--- src/rtl/stim_pkg.sv ---
// Shared types and LFSR helpers for the stream stimulus generator.
// The Galois LFSR step lives here so the sub-module and the top agree on it.
package stim_pkg;

  typedef enum logic [1:0] {
    IDLE = 2'd0,
    SEND = 2'd1,
    GAP  = 2'd2,
    DONE = 2'd3
  } stim_state_e;

  localparam logic [31:0] LFSR_POLY = 32'h8020_0003;
  localparam logic [31:0] SENT_MAX  = 32'h7FFF_FFFF;

  // Right-shifting Galois step: taps fold back in whenever bit 0 falls out.
  function automatic logic [31:0] lfsr_next(input logic [31:0] s);
    return (s >> 1) ^ (s[0] ? LFSR_POLY : 32'h0);
  endfunction

  // An all-zero state would lock the LFSR, so zero is remapped to one.
  function automatic logic [31:0] seed_fix(input logic [31:0] seed);
    return (seed == 32'h0) ? 32'h1 : seed;
  endfunction

endpackage

--- src/rtl/stim_lfsr.sv ---
// 32-bit Galois LFSR state register with seed load and single-step advance.
// Load together with advance yields the first step from the seed in one edge.
module stim_lfsr
  import stim_pkg::*;
#(
  parameter logic [31:0] RESET_SEED = 32'h1
) (
  input  logic        clk,
  input  logic        rst_n,
  input  logic        load,
  input  logic [31:0] seed,
  input  logic        adv,
  output logic [31:0] state
);

  // NOTE: clocked state uses <= so every register samples pre-edge values.
  always_ff @(posedge clk or negedge rst_n) begin
    if (!rst_n) begin
      state <= RESET_SEED;
    end else if (load && adv) begin
      state <= lfsr_next(seed);
    end else if (load) begin
      state <= seed;
    end else if (adv) begin
      state <= lfsr_next(state);
    end
  end

endmodule

--- src/rtl/stream_stim_gen.sv ---
// Valid/ready stimulus source: drives a counted run of LFSR beats with optional
// random idle gaps, and mirrors each accepted beat one cycle later for a scoreboard.
module stream_stim_gen
  import stim_pkg::*;
#(
  parameter int          BITS = 32,
  parameter logic [31:0] SEED = 32'h1
) (
  input  logic            clk,
  input  logic            rst_n,
  input  logic            start,
  input  logic [15:0]     count,
  input  logic [3:0]      gap_mask,
  output logic            valid,
  input  logic            ready,
  output logic [BITS-1:0] data,
  output logic            exp_en,
  output logic [BITS-1:0] exp_data,
  output logic            busy,
  output logic            done,
  output logic [31:0]     sent
);

  localparam logic [31:0] SEED_EFF = seed_fix(SEED);

  stim_state_e state;
  logic [15:0] remaining;
  logic [3:0]  gap_cnt;
  logic [31:0] lfsr_state;
  logic [31:0] adv_val;
  logic        lfsr_load;
  logic        lfsr_adv;
  logic        fire;
  logic        last_beat;
  logic [3:0]  data_lo;
  logic [3:0]  gap_val;

  // Narrow payloads are zero-extended before the gap nibble is taken.
  generate
    if (BITS >= 4) begin : g_wide
      assign data_lo = data[3:0];
    end else begin : g_narrow
      assign data_lo = 4'(data);
    end
  endgenerate

  assign valid     = (state == SEND);
  assign busy      = (state == SEND) || (state == GAP);
  assign done      = (state == DONE);
  assign fire      = valid && ready;
  assign last_beat = (remaining == 16'd1);
  assign gap_val   = data_lo & gap_mask;
  assign lfsr_load = start && (state == IDLE);

  // Every entry to SEND advances the LFSR exactly once.
  // NOTE: default assigned first so no path through the case leaves a latch.
  always_comb begin
    lfsr_adv = 1'b0;
    case (state)
      IDLE:    lfsr_adv = start && (count != 16'd0);
      SEND:    lfsr_adv = fire && !last_beat && (gap_val == 4'd0);
      GAP:     lfsr_adv = (gap_cnt == 4'd1);
      default: lfsr_adv = 1'b0;
    endcase
  end

  // Same step the LFSR takes this edge, so the payload tracks its new state.
  assign adv_val = lfsr_next(lfsr_load ? SEED_EFF : lfsr_state);

  stim_lfsr #(
    .RESET_SEED (SEED_EFF)
  ) u_lfsr (
    .clk   (clk),
    .rst_n (rst_n),
    .load  (lfsr_load),
    .seed  (SEED_EFF),
    .adv   (lfsr_adv),
    .state (lfsr_state)
  );

  always_ff @(posedge clk or negedge rst_n) begin
    if (!rst_n) begin
      state     <= IDLE;
      remaining <= 16'd0;
      gap_cnt   <= 4'd0;
      data      <= '0;
      sent      <= 32'd0;
    end else begin
      if (lfsr_adv) begin
        data <= adv_val[BITS-1:0];
      end
      case (state)
        IDLE: begin
          if (start) begin
            sent <= 32'd0;
            if (count == 16'd0) begin
              state <= DONE;
            end else begin
              state     <= SEND;
              remaining <= count;
            end
          end
        end
        SEND: begin
          if (fire) begin
            if (sent != SENT_MAX) begin
              sent <= sent + 32'd1;
            end
            remaining <= remaining - 16'd1;
            if (last_beat) begin
              state <= DONE;
            end else if (gap_val != 4'd0) begin
              state   <= GAP;
              gap_cnt <= gap_val;
            end
          end
        end
        GAP: begin
          if (gap_cnt == 4'd1) begin
            state <= SEND;
          end else begin
            gap_cnt <= gap_cnt - 4'd1;
          end
        end
        DONE:    state <= IDLE;
        default: state <= IDLE;
      endcase
    end
  end

  // Registered mirror of the handshake for the expected side of the scoreboard.
  always_ff @(posedge clk or negedge rst_n) begin
    if (!rst_n) begin
      exp_en   <= 1'b0;
      exp_data <= '0;
    end else begin
      exp_en <= fire;
      if (fire) begin
        exp_data <= data;
      end
    end
  end

endmodule

--- config.mk ---
export PLATFORM = sky130hd
export DESIGN_NAME = stream_stim_gen
export DESIGN_NICKNAME = d
export VERILOG_FILES = /design/src/rtl/stim_pkg.sv /design/src/rtl/stim_lfsr.sv /design/src/rtl/stream_stim_gen.sv
export SDC_FILE = /design/constraint.sdc
export NUM_CORES = 1
export LEC_CHECK = 0
export CORE_ASPECT_RATIO = 0.9
export CORE_MARGIN = 10
export CORE_UTILIZATION = 54
export DETAILED_ROUTE_END_ITERATION = 12
export GPL_ROUTABILITY_DRIVEN = 1
export PLACE_DENSITY_LB_ADDON = 0.08
export SYNTH_ARGS = -nofsm -noshare
export SYNTH_HDL_FRONTEND = slang
export SYNTH_HIERARCHICAL = 1
export SYNTH_SLANG_ARGS = --single-unit
--- constraint.sdc ---
create_clock -name clk -period 3.21 [get_ports clk]
set_input_delay 0.321 -clock clk [delete_from_list [all_inputs] [get_ports clk]]
set_output_delay 0.321 -clock clk [all_outputs]
set_load 0.02 [all_outputs]
==> results of run 1 <==
-- synth_stat cells, drive strengths merged (4+ instances only) --
master	number
nand2b	6
or4	7
a31oi	8
nand3	20
and4	7
ha	9
dfrtp	150
a21o	7
mux2	34
o22ai	6
a2bb2oi	6
nand2	37
clkbuf	18
xnor2	4
xor2	4
inv	16
mux4	31
o31ai	33
nor2	20
a22o	28
buf	21
nor4	14
o21ai	43
nor3	9
a22oi	5
and3	5
nand4	21
a21oi	26
-- per-layer routing --
layer,routed length [um],GRT usage,part of all wire,up-vias
met1,9100,0.278,0.44,3170
met5,0,0,0,-
li1,-,-,-,2861
met3,1020,0.0559,0.049,15
met2,10400,0.352,0.50,166
met4,180,0.0471,0.0087,0
-- logic make-up after synthesis --
family | count (synthesis) | share of synthesized area
XOR/XNOR | 8 | 0.00914
adder cells (fa/ha/maj) | 9 | 0.0147
AO/OA/AOI/OAI | 194 | 0.178
buffers and inverters | 55 | 0.0367
flip-flops | 151 | 0.493
AND/OR/NAND/NOR | 162 | 0.123
multiplexers | 67 | 0.145
other | 2 | 0.000979
-- sequential cells by signal, indices dropped and copies added (netlist names) --
signal / cells
u_lfsr/state: 32
data: 32
remaining: 16
state: 2
gap_cnt: 4
sent: 32
exp_data: 32
exp_en: 1
-- power breakdown --
| part | leakage (nW) | total, mW | switching [mW] | internal, mW |
|---|---|---|---|---|
| Clock | 0.303 | 2.10 | 0.859 | 1.24 |
| Combinational | 2.01 | 4.10 | 2.11 | 1.99 |
| Sequential | 1.94 | 3.33 | 0.708 | 2.62 |
| Total | 4.26 | 9.53 | 3.68 | 5.86 |
-- area by class of cell --
type / count / share of cell area
sequential: 151 / 0.378
tap: 193 / 0.0242
clock inverter: 15 / 0.0188
inverter: 16 / 0.00601
multi-input combinational: 508 / 0.386
clock buffer: 17 / 0.0426
timing repair buffer: 148 / 0.144
-- worst max path at each step --
stage          slack, ns               end  cells after the start         start
4_1_cts             0.45   u_lfsr/state[0]                     11  remaining[1]
5_1_grt             0.29   u_lfsr/state[0]                     11  remaining[1]
6_report            0.48   u_lfsr/state[0]                     11  remaining[1]
3_3_place_gp        0.44   u_lfsr/state[0]                     10      count[3]
2_1_floorplan       0.54  u_lfsr/state[10]                     12      state[1]
3_5_place_dp        0.35   u_lfsr/state[0]                     10      count[3]
-- stage by stage --
stage | instance area, um^2 | setup WS (ns) | std cells
floorplan | 7920 | 0.539 | 714
global placement | 9370 | 0.440 | 1015
detailed placement | 9370 | 0.348 | 1015
CTS | 9990 | 0.454 | 1048
global route | 9990 | 0.292 | 1048
finish | 9990 | 0.480 | 1048
-- critical path: cells and delay by family (launching register included) --
kind / cells / cell delay (ns)
AOI/OAI and AO/OA: 5 / 0.95
adders and majority gates: 1 / 0.14
buffers and inverters: 3 / 0.65
DFF: 1 / 0.42
and+or+nand+nor: 2 / 0.50
==> metrics.txt, run 1 <==
Chip Height=133 um; flops & latches, synth=151; synthesized cell area=7670 um^2; WP data required=around 3.6 ns; initial antenna violation count=0; CTS tree=built; Post-CTS Setup Bufs=0; fillers=1048; largest net degree at the start of global routing=65; RePlAce Congestion=~0.91; clock skew=0.00798 ns; DP Wirelength=14100 um; max cap viols=0; peak supply drop=0.000640 V; Vias/cell=5.93; WP data arrival=3.08 ns; Distinct cells, synth=71; layout cells sized above 1=0.160; post_cts resized=0; Final Util=0.716; sequential area share after synthesis=0.493; sequential cell area=approximately 3800 um^2; R2R depth=11; commonest non-fill, non-tap cell in the layout=dfrtp_1; number of hold buffers added after CTS=1; Worst R2R End=u_lfsr/state[0]; fin. max-slew vios=0; crit end category=flop; clk sink count=between 150 and 200; Syn Inst Count=between 600 and 700; Clock Path Buffers=2; Remaining DRCs=0; pwr dens=954 nW/um^2; leading area contributor after synthesis=dfrtp_1; r2r startpoint=remaining[1]; most frequent cells in the layout=150 x dfrtp_1, 122 x clkdlybuf4s50_1, 68 x conb_1; H-Tree Depth=4; type of the worst setup path=flop to flop; Die X=146 um; total die area=19400 um^2; top cell type's share of synthesized area=0.489; routed wire length=20700 um; Core Area=approximately 14000 um^2; hold_ws=about 0.45 ns; CP Max Fanout=16; dominant cells by area after synthesis=dfrtp_1 49%, mux4_2 8.2%, mux2_2 5.0%, o31ai_1 3.2%, a22o_1 3.2%; first-pass GRT wire length=34100 um; Multi-input gate area=slightly below 4000 um^2; CTS clk-pin slew, worst paths=0.07 ns; Post-synth EDFFs=0; Fin. Hold Viols=0; GRT overflow=0; number of routed nets with antenna violations=0; I/O Buffers=123; Pwr Total=9.53 mW; Rel. slew slack=0.432; Iter 0 DRT Violations=508; Synthesis Warnings=6; status=finished clean; worst min path class=input port to asynchronous set/reset pin; Most used DFF post-synth=dfrtp_1; fmax=366 MHz; DRT Pass-1 Iters=7; RSZ-0062 raised after global routing=false; Worst-Margin Slew=about 0.84 ns; I/O Pins=124; final critical-path required period=2.73 ns; slowest CP cell=dfrtp_1; leak pwr=4.26 nW; # diodes=0; Total GRT Usage=0.214; R2R setup slack=0.48 ns; vias in the first global route=~6300; Num CTS Buffers=17; aggregate negative setup slack=0 ns; Rows=41; CTS root buf=clkbuf_16; Clk Latency, worst-skew pair=roughly 0.42 ns; Critical Path Source Type=flop; nets@finish=875; via count=between 6000 and 7000; Syn-to-layout area delta=30.3%; Avg Synthesized Cell Area=11.8 um^2; setup violators final=0; initial cell density of the core=0.550; Critical Path Max Stage Delay=between 0.4 and 0.5 ns; ratio of final minimum period to clock period=0.850; async set-reset flop share out of synthesis=1.00; CP cell instances=inv_1 -> ha_1 -> nor4b_1 -> nand4_1 -> a32oi_1 -> a21o_1 -> inv_1 -> buf_4 -> a211oi_1 -> a21o_1 -> a21oi_1; Routed wire per std cell=19.7 um
Power figures use the tool's default switching activity.
==> inputs of run 2 (changes only) <==
Settings changed: CORE_MARGIN 10 to unset.
==> run 2 against run 1 <==
Effect of this change:
- count of clock-buffer cells in the layout rose by 1
- design area shrank 0.58%
- utilization grew 1.4 points
- flip-flop and latch count stayed put
- critical endpoint unchanged
==> metrics.txt, run 2 (same netlist as run 1, synthesis figures left out) <==
status=finished clean; worst setup margin=0.364 ns (-0.116 ns); dpl ws=0.392 ns (+0.0438 ns); aggregate negative setup slack=0 ns (unchanged); setup violators final=0 (unchanged); Remaining DRCs=0 (unchanged); layout cells sized above 1=0.159 (-0.000797); Syn-to-layout area delta=29.5%; I/O Pins=124 (unchanged); nets@finish=874 (-0.11%); Die X=128 um (-12%); DP Wirelength=13300 um (-5.6%); Worst-Margin Slew=0.943 ns (+0.103 ns); worst min path class=input port to asynchronous set/reset pin; H-Tree Depth=4 (unchanged); Iter 0 DRT Violations=450 (-11%); Total GRT Usage=0.283 (+0.0691); clk sink count=151 (unchanged); pwr dens=938 nW/um^2 (-1.7%); RSZ-0062 raised after global routing=false; CTS clk-pin slew, worst paths=0.06 ns (about the same); CP Max Fanout=17 (+1); via count=6356 (+2.3%); type of the worst setup path=flop to flop; initial cell density of the core=0.563 (+0.0137); final critical-path required period=2.85 ns (+0.116 ns); # diodes=0 (unchanged); first-pass GRT wire length=32100 um (-5.9%); post_cts resized=0 (unchanged); initial antenna violation count=0 (unchanged); Vias/cell=6.10 (+2.9%); Clock Path Buffers=2 (unchanged); CTS root buf=clkbuf_16; total die area=14700 um^2 (-24%); largest net degree at the start of global routing=83 (+28%); Routed wire per std cell=18.7 um (-5.2%); Post-CTS Setup Bufs=0 (unchanged); r2r startpoint=remaining[12]; fmax=351 MHz (-4.1%); Rows=40 (-2.4%); routed wire length=19500 um (-5.7%); Clk Latency, worst-skew pair=0.43 ns (about the same); clock skew=0.00758 ns (-0.000403 ns); commonest non-fill, non-tap cell in the layout=dfrtp_1; WP data required=3.55 ns (about the same); ratio of final minimum period to clock period=0.887 (+0.0363); RePlAce Congestion=0.879 (-3.6%); Chip Height=115 um (-14%); vias in the first global route=6243 (-0.41%); peak supply drop=0.000626 V (-2.1%); GRT overflow=0 (unchanged); number of routed nets with antenna violations=0 (unchanged); leak pwr=4.23 nW (-0.71%); Num CTS Buffers=17 (unchanged); CTS tree=built; hold_ws=0.501 ns (+0.0490 ns); Fin. Hold Viols=0 (unchanged); Critical Path Source Type=flop; I/O Buffers=123 (unchanged); Core Area=13600 um^2 (-2.4%); max cap viols=0 (unchanged); WP data arrival=3.18 ns (+0.10 ns); Rel. slew slack=0.363 (-0.0694); most frequent cells in the layout=150 x dfrtp_1, 122 x clkdlybuf4s50_1, 68 x conb_1; fin. max-slew vios=0 (unchanged); DRT Pass-1 Iters=5 (-2); Crit. Startpoint=remaining[12]; crit end category=flop
## run 2: cell types whose count changed in the layout (fill, tap and decap cells not counted), sizes merged
cell	previous run	this run
clkinv	3	5
clkbuf	17	18
bufinv	3	1
inv	24	22
buf	25	24
## run 2: per-layer routing
| metal | vias to the layer above | global-route usage | share of wire |
|---|---|---|---|
| met2 | 221 | 0.473 | 0.50 |
| li1 | 2878 | - | - |
| met1 | 3223 | 0.368 | 0.43 |
| met5 | - | 0 | 0 |
| met4 | 0 | 0.0918 | 0.017 |
| met3 | 34 | 0.0665 | 0.057 |
## run 2: final timing paths
| path | end | slack (ns) | cells past startpoint |
|---|---|---|---|
| worst max-delay path | u_lfsr/state[0] | 0.36 | 9 |
| worst min-delay path | sent[15] | 0.50 | 2 |
| worst max register to register | u_lfsr/state[0] | 0.36 | 9 |
| worst min register to register | exp_data[28] | 0.50 | 1 |
| max in group asynchronous | u_lfsr/state[0] | 1.84 | 3 |
| min in group clk | exp_data[28] | 0.50 | 1 |
## run 2: timing repair
item / CTS / global route
endpoints found under the hold margin: 79 / 0
setup endpoints to repair: 0 / 0
hold buffers: 1 / 0
## run 2: critical path: stages (launching register included)
cell,delay [ns]
dfrtp_1,0.42
nor4_1,0.54
nand4_1,0.32
a32oi_1,0.35
a21o_1,0.20
inv_1,0.23
buf_4,0.30
a211oi_1,0.22
a21o_1,0.12
a21oi_1,0.05
## run 2: final cells by class
class	count	area, um^2
timing repair buffer	147	1420
sequential	151	3780
clock buffer	18	439
fill	985	3680
inverter	16	60.1
tap	189	236
multi-input combinational	508	3860
clock inverter	13	139
## run 2: power by group
part           switching [mW]  internal (mW)  leakage, nW
registers               0.686           2.62         1.94
clock network           0.845           1.11        0.282
logic                    2.07           1.98         2.00
## run 2: per-stage QoR
| stage | std cells | cell area [um^2] | total power, mW | util |
|---|---|---|---|---|
| after detailed placement | 1010 | 9340 | 7.37 | 0.686 |
| final | 1042 | 9930 | 9.32 | 0.730 |
| after global routing | 1042 | 9930 | 9.84 | 0.730 |
| after CTS | 1042 | 9930 | 9.37 | 0.730 |
| after floorplan | 714 | 7920 | 5.82 | - |
| after global placement | 1010 | 9340 | 7.21 | 0.686 |
==> inputs of run 3 (changes only) <==
Settings changed: CORE_ASPECT_RATIO 0.9 to unset, CORE_UTILIZATION 54 to 49, GPL_TIMING_DRIVEN set to 0.
Clock period 3.21 ns to 2.4 ns, I/O delays scaled along.
==> run 3 against run 2 <==
Effect of this change:
- critical path depth unchanged
- clock power increased by 35%
- critical endpoint is now u_lfsr/state[26]
- final cell count increased by 6.2%
- hold slack got worse by 0.11 ns
- worst setup slack got worse by 0.33 ns
- non-clock buffer count increased by 43
- count of clock-buffer cells in the layout increased by 3
- sequential power increased by 34%
- register-to-register slack got worse by 0.33 ns
- fmax increased by 20%
- clock skew increased by 0.0014 ns
- largest power group unchanged
- sequential share of layout area decreased by 2.3 points
==> metrics.txt, run 3 (same netlist as run 1, synthesis figures left out) <==
status=finished clean; GRT overflow=0 (unchanged); total die area=16200 um^2 (+10%); DP Area=9470 um^2 (+1.4%); met2 wire len=10400 um (+7.6%); Vias/cell=5.86 (-3.9%); WL met1=9070 um (+8.4%); type of the worst setup path=flop to flop; number of routed nets with antenna violations=0 (unchanged); Fin. Hold Viols=0 (unchanged); # diodes=0 (unchanged); CTS clk-pin slew, worst paths=0.06 ns (about the same); crit end category=flop; H-Tree Depth=4 (unchanged); I/O Pins=124 (unchanged); slowest CP cell=dfrtp_2; Clk Latency, worst-skew pair=0.43 ns (about the same); clk sink count=151 (unchanged); CTS tree=built; Die X=127 um (-0.40%); Crit. Startpoint=remaining[10]; layout cells sized above 1=0.220 (+0.0604); Design Area, Final=10600 um^2 (+6.8%); via count=6489 (+2.1%); Critical Path Max Stage Delay=0.44 ns (-0.10 ns); final critical-path required period=2.37 ns (-0.475 ns); CP cell instances=nor4_4 -> nand4_1 -> a32oi_2 -> a21o_1 -> buf_6 -> inv_6 -> clkbuf_16 -> buf_12 -> mux4_2; RSZ-0062 raised after global routing=true; Syn-to-layout area delta=38.3%; worst min path class=input port to asynchronous set/reset pin; Core Area=15300 um^2 (+12%); Total GRT Usage=0.269 (-0.0141); clock skew=0.00897 ns (+0.00140 ns); Clock Path Buffers=2 (unchanged); Remaining DRCs=0 (unchanged); Worst-Margin Slew=1.12 ns (+0.172 ns); leak pwr=4.46 nW (+5.5%); critical path's top delay family=simple AND/OR/NAND/NOR gates; WP data arrival=2.67 ns (-0.51 ns); most frequent cells in the layout=139 x dfrtp_1, 122 x clkdlybuf4s50_1, 68 x conb_1; peak supply drop=0.000753 V (+20%); Iter 0 DRT Violations=463 (+2.9%); first-pass GRT wire length=34000 um (+5.9%); initial antenna violation count=0 (unchanged); Worst Path Buf+Inv=4 (+2); max cap viols=0 (unchanged); pwr dens=1260 nW/um^2 (+34%); Chip Height=127 um (+10%); nets@finish=917 (+4.9%); initial cell density of the core=0.503 (-0.0607); largest net degree at the start of global routing=81 (-2.4%); Rows=45 (+13%); Critical Path Source Type=flop; met3 wire len=908 um (-18%); WP data required=2.70 ns (-0.85 ns); routed wire length=20800 um (+6.6%); commonest non-fill, non-tap cell in the layout=dfrtp_1; RePlAce Congestion=0.856 (-2.5%); hold_ws=0.390 ns (-0.111 ns); Num CTS Buffers=17 (unchanged); setup violators final=0 (unchanged); CP Max Fanout=5 (-12); Rel. slew slack=0.251 (-0.112); worst setup margin=0.0290 ns (-0.335 ns); CTS root buf=clkbuf_16; dpl ws=-0.701 ns (-1.09 ns); fmax=422 MHz (+20%); DRT Pass-1 Iters=5 (unchanged); vias in the first global route=6488 (+3.9%); ratio of final minimum period to clock period=0.988 (+0.101); top layer in use=met4; I/O Buffers=123 (unchanged); r2r startpoint=remaining[10]; DP Wirelength=14100 um (+5.8%); fin. max-slew vios=0 (unchanged); Routed wire per std cell=18.8 um (+0.29%)
==> run 3: cell types whose count changed in the layout (fill, tap and decap cells not counted), moves of 5 or more <==
| cell | before | now |
|---|---|---|
| buf_12 | 0 | 5 |
| clkbuf_2 | 0 | 5 |
| clkbuf_1 | 0 | 12 |
| dfrtp_2 | 0 | 11 |
| dfrtp_1 | 150 | 139 |
| buf_6 | 1 | 8 |
==> run 3: path summary, 6_finish.rpt <==
kind | end | slack, ns | depth (start not counted)
worst min-delay path | sent[12] | 0.39 | 2
worst max register to register | u_lfsr/state[26] | 0.03 | 9
max in group asynchronous | sent[2] | 1.13 | 3
worst min register to register | exp_data[25] | 0.50 | 1
worst max-delay path | u_lfsr/state[26] | 0.03 | 9
min in group clk | remaining[10] | 0.50 | 3
==> run 3: area by class of cell <==
| type | count | area [um^2] |
|---|---|---|
| multi-input cells | 508 | 4050 |
| fillers | 1134 | 4660 |
| flip-flops and latches | 151 | 3790 |
| clock inverters | 10 | 123 |
| well taps | 211 | 264 |
| inverters | 16 | 65.1 |
| repair buffers | 156 | 1570 |
| plain buffers | 34 | 287 |
| clock buffers | 21 | 450 |
==> run 3: timing repair <==
item / in CTS / in global routing
gates cloned: 0 / 5
setup endpoints to repair: 104 / 101
resized for setup: 30 / 43
buffers inserted: 9 / 17
hold buffers: 1 / 0
hold endpoints to repair: 71 / 0
pin swaps: 6 / 9
==> run 3: metrics by stage <==
stage / util / power [mW] / cells / TNS (ns)
2_1_floorplan: - / 7.83 / 714 / 0
4_1_cts: 0.670 / 12.9 / 1088 / 0
6_report: 0.695 / 13.4 / 1107 / 0
3_3_place_gp: 0.619 / 9.78 / 1048 / -796.09
3_5_place_dp: 0.621 / 9.96 / 1049 / -39.79
5_1_grt: 0.695 / 14.1 / 1107 / -1.24
==> run 3: power breakdown <==
part           internal, mW  switching, mW
clock                  1.56           1.08
combinational          3.18           3.10
sequential             3.52          0.928
total                  8.26           5.11
==> run 3: routing by layer <==
layer	vias up	track usage
met3	31	0.0570
met1	3320	0.355
li1	2945	-
met5	-	0
met4	0	0.0917
met2	193	0.443
